File: config.mk
export PLATFORM = sky130hd
export DESIGN_NAME = stream_rr_arbiter
export DESIGN_NICKNAME = d
export VERILOG_FILES = /design/src/rtl/stream_rr_arbiter.sv
export SDC_FILE = /design/constraint.sdc
export NUM_CORES = 1
export LEC_CHECK = 0
export BUFFER_PORTS_ARGS = -buffer_cell sky130_fd_sc_hd__buf_2
export CORE_MARGIN = 2
export CORE_UTILIZATION = 43
export DETAILED_ROUTE_END_ITERATION = 7
export GPL_TIMING_DRIVEN = 0
export PLACE_DENSITY = 0.82
export REMOVE_ABC_BUFFERS = 1
export SETUP_SLACK_MARGIN = 0.2
export SYNTH_ARGS = -nofsm -noshare
export SYNTH_HDL_FRONTEND = slang
export SYNTH_SLANG_ARGS = --single-unit
File: constraint.sdc
create_clock -name clk -period 2.3 [get_ports clk]
set_input_delay 0.345 -clock clk [delete_from_list [all_inputs] [get_ports clk]]
set_output_delay 0.345 -clock clk [all_outputs]
set_load 0.01 [all_outputs]
File: src/rtl/stream_rr_arbiter.sv
// stream_rr_arbiter: round-robin packet-locked arbiter merging N_REQ AXI-Stream inputs onto one registered output
module stream_rr_arbiter #(
  parameter int N_REQ = 4,
  parameter int DATA_W = 8,
  parameter bit LOCK_PKT = 1,
  parameter int ID_W = $clog2(N_REQ)
) (
  input  logic                    clk,
  input  logic                    rst,
  input  logic [N_REQ*DATA_W-1:0] s_tdata,
  input  logic [N_REQ-1:0]        s_tvalid,
  input  logic [N_REQ-1:0]        s_tlast,
  output logic [N_REQ-1:0]        s_tready,
  output logic [DATA_W-1:0]       m_tdata,
  output logic                    m_tvalid,
  output logic                    m_tlast,
  output logic [ID_W-1:0]         m_tid,
  input  logic                    m_tready,
  output logic                    busy
);
  typedef enum logic {IDLE, GRANT} state_t;
  state_t state, state_nxt;
  logic [ID_W-1:0] grant, last_grant, pick, idx;
  logic found, rdy, accept, done;
  always_comb begin
    pick = '0;
    idx = '0;
    found = 1'b0;
    for (int k = 1; k <= N_REQ; k++) begin
      idx = ID_W'((int'(last_grant) + k) % N_REQ);
      if (!found && s_tvalid[idx]) begin
        pick = idx;
        found = 1'b1;
      end
    end
  end
  always_comb begin
    rdy = state == GRANT && (!m_tvalid || m_tready);
    s_tready = rdy ? (N_REQ'(1) << grant) : '0;
    accept = rdy && s_tvalid[grant];
    done = accept && (!LOCK_PKT || s_tlast[grant]);
    state_nxt = state == IDLE ? (found ? GRANT : IDLE) : (done ? IDLE : GRANT);
  end
  always_ff @(posedge clk) begin
    if (rst) begin
      state <= IDLE;
      grant <= '0;
      last_grant <= ID_W'(N_REQ - 1);
      m_tdata <= '0;
      m_tvalid <= 1'b0;
      m_tlast <= 1'b0;
      m_tid <= '0;
    end else begin
      state <= state_nxt;
      if (state == IDLE && found) grant <= pick;
      if (done) last_grant <= grant;
      if (accept) begin
        m_tdata <= s_tdata[int'(grant) * DATA_W +: DATA_W];
        m_tlast <= s_tlast[grant];
        m_tid <= grant;
        m_tvalid <= 1'b1;
      end else if (m_tready) begin
        m_tvalid <= 1'b0;
      end
    end
  end
  assign busy = state == GRANT || m_tvalid;
endmodule
==> flow_metrics.env <==
export IMPL_rr_worst_depth=4
export IMPL_fin_skew_ns=0.000936
export IMPL_status="finished, final reports clean"
export IMPL_worstHoldStart="rst"
export IMPL_overflow=0
export IMPL_final_min_clock_period_ns=1.92
export IMPL_drc=0
export IMPL_min_to="m_tdata[0]"
export IMPL_drv_cap=0
export IMPL_setup_viol_count_final=0
export IMPL_ir_drop_mv=0.534
export IMPL_power_density_mw_per_mm2=564
export IMPL_internal_power_uw=525
export IMPL_gp_congestion=0.733
export IMPL_cts_htree_levels=1
export IMPL_rows=17
export IMPL_clk_latency_ns=0.28
export IMPL_cp_data_required_time_ns=2.49
export IMPL_cts_sinks=17
export IMPL_synthArstFlopShare=0
export IMPL_hold_class="in -> reg"
export IMPL_first_pass_iters=4
export IMPL_synth_edf_count=0
export IMPL_worst_slew_pin_transition_ns=0.430
export IMPL_io_pins=60
export IMPL_numCtsBuffers=3
export IMPL_seqPwrFrac=0.482
export IMPL_synth_top_area_frac=0.327
export IMPL_synth_flop_cell="dfxtp_1"
export IMPL_fin_nets=204
export IMPL_synth_seq_cells=17
export IMPL_whs_ns=0.416
export IMPL_slew_limit_headroom=0.713
export IMPL_ys_types=27
export IMPL_grt_antenna_before_repair=0
export IMPL_period_share=0.836
export IMPL_post_drt_wl_per_cell_um=13.1
export IMPL_portBuffers=59
export IMPL_power_frac_comb=0.314
export IMPL_hpwl_um=1910
export IMPL_grt_pass1_vias=885
export IMPL_p_clk_frac=0.204
export IMPL_hold_viol=0
export IMPL_worstPathCellList="mux4_2, nand3_4, a211o_1, a211o_1"
export IMPL_cts_root_buf="clkbuf_4"
export IMPL_leakage_nw=0.680
export IMPL_crit_arrival_ns=2.11
export IMPL_drt_initial_drc_count=29
export IMPL_p_sw_uw=241
export IMPL_cts_tree="built"
export IMPL_grt_total_usage=0.176
export IMPL_r2r_setup_slack_ns=0.38
export IMPL_path_common_cell="a211o_1"
export IMPL_drive_above_1_share=0.456
export IMPL_start_kind="flip-flop"
export IMPL_netSwitchingFraction=0.314
export IMPL_drv_slew=0
export IMPL_syn_area_per_cell_um2=9.93
export IMPL_crit_path_max_incr_delay_ns=0.61
export IMPL_synth_area_leaders="dfxtp_1 (33%), mux4_2 (13%), mux2i_1 (12%)"
export IMPL_tns_ns=0
export IMPL_vias_per_cell=5.45
export IMPL_slowest_stage="dfxtp_2"
export IMPL_grt_pass1_wl_um=3730
export IMPL_core_mm2=0.00225
export IMPL_timing_rr_start="grant[0]"
export IMPL_crit_type="reg -> reg"
export IMPL_cts_setup_buffers=0
export IMPL_syn_cell_area_mm2=0.00104
export IMPL_dieWidth_um=53.2
export IMPL_wl_um=2470
export IMPL_ant_nets=0
export IMPL_critPathMaxFanout=17
export IMPL_synth_area_leader_cell="dfxtp_1"
export IMPL_die_h_um=53.2
export IMPL_clock_path_buffers=2
export IMPL_crit_start="grant[0]"
export IMPL_critPathCaptureType="flip-flop"
export IMPL_initial_core_util=0.462
export IMPL_dr_total_vias=1024
export IMPL_cts_clk_slew_worst_paths_ns=0.10
export IMPL_ys_warn_count=0
export IMPL_n_antenna_cell=0
export IMPL_hold_depth=2
export IMPL_rsz0062_at_grt="false"
export IMPL_areaGrowthSynthToFinish_pct=30.1
export IMPL_r2r_end="last_grant[1]"
export IMPL_postSynthCellCount=105
export IMPL_grt_max_degree=19
export IMPL_dieArea_mm2=0.00283
export IMPL_yosysSeqAreaShare=0.327
export IMPL_fmax_ghz=0.520
critical path, delay by kind of cell (launching register included):
family           cells  cell delay, ns
AND/OR/NAND/NOR      1            0.23
AO/OA/AOI/OAI        2            0.64
multiplexers         1            0.34
flip-flops           1            0.61
sequential cells by signal (all words and copies together), names as in the netlist:
signal,count
grant,2
m_tdata,8
m_tid,2
last_grant,2
m_tvalid,1
m_tlast,1
state,1
how the worst max path moves through the flow:
stage | endpoint | cells after the start
final | last_grant[1] | 4
after global routing | last_grant[0] | 4
after CTS | last_grant[1] | 4
after detailed placement | last_grant[0] | 4
after global placement | last_grant[0] | 4
after floorplan | last_grant[0] | 4
power groups by stage:
stage	sequential, mW	clock (mW)	combinational [mW]
after floorplan	0.375	0	0.144
after global placement	0.374	0	0.233
after detailed placement	0.376	0	0.240
after CTS	0.370	0.161	0.241
after global routing	0.377	0.180	0.259
final	0.369	0.156	0.240
cell usage after synthesis, types with 3 or more instances:
cell type / number
mux2i_1: 12
nand2b_1: 6
nor3_1: 3
a211o_1: 3
nand2_1: 5
inv_1: 3
dfxtp_1: 17
mux4_1: 3
nor2_1: 17
mux4_2: 6
clkbuf_1: 3
a21oi_1: 7
cells by family after synthesis:
kind of cell / count (synthesis) / synth area share
simple gates: 40 / 0.193
buf+inv: 11 / 0.0552
flops: 17 / 0.327
compound gates: 16 / 0.104
mux: 21 / 0.321
timing repair:
item,in CTS,in global routing
endpoints found under the setup margin,14,0
hold buffers,0,0
gates resized for setup,2,0
stage by stage:
step	total power [mW]	cell area, um2	utilization	instances	worst slack [ns]
CTS	0.772	1360	0.602	188	0.347
floorplan	0.519	996	-	97	0.324
finish	0.765	1360	0.602	188	0.378
global route	0.815	1360	0.602	188	0.260
global placement	0.607	1330	0.588	184	0.0778
detailed placement	0.616	1330	0.588	184	0.0511
layout make-up:
type                            count  area, um2
Tap cell                           28       35.0
Timing Repair Buffer               59        295
Sequential cell                    17        343
Clock inverter                      1       5.00
Multi-Input combinational cell     77        644
Inverter                            3       11.3
Fill cell                         193        898
Clock buffer                        3       22.5
layer usage:
metal  vias up  wire length [um]  global-route usage
met2        62              1150               0.321
met3         2               286              0.0650
met5         -                 0                   0
met4         0                 7              0.0128
li1        498                 -                   -
met1       462              1030               0.202
layout by cell type (no fill, tap or decap), types with 3 or more instances in the layout:
cell,count
clkbuf_4,3
nor2_1,17
mux4_2,6
mux2i_1,12
dfxtp_1,15
nand2_1,5
inv_1,3
buf_2,59
nor3_1,3
a211o_1,3
nand2b_1,6
a21oi_1,7
mux4_1,3
No activity file was read; power rests on OpenSTA's default activity.
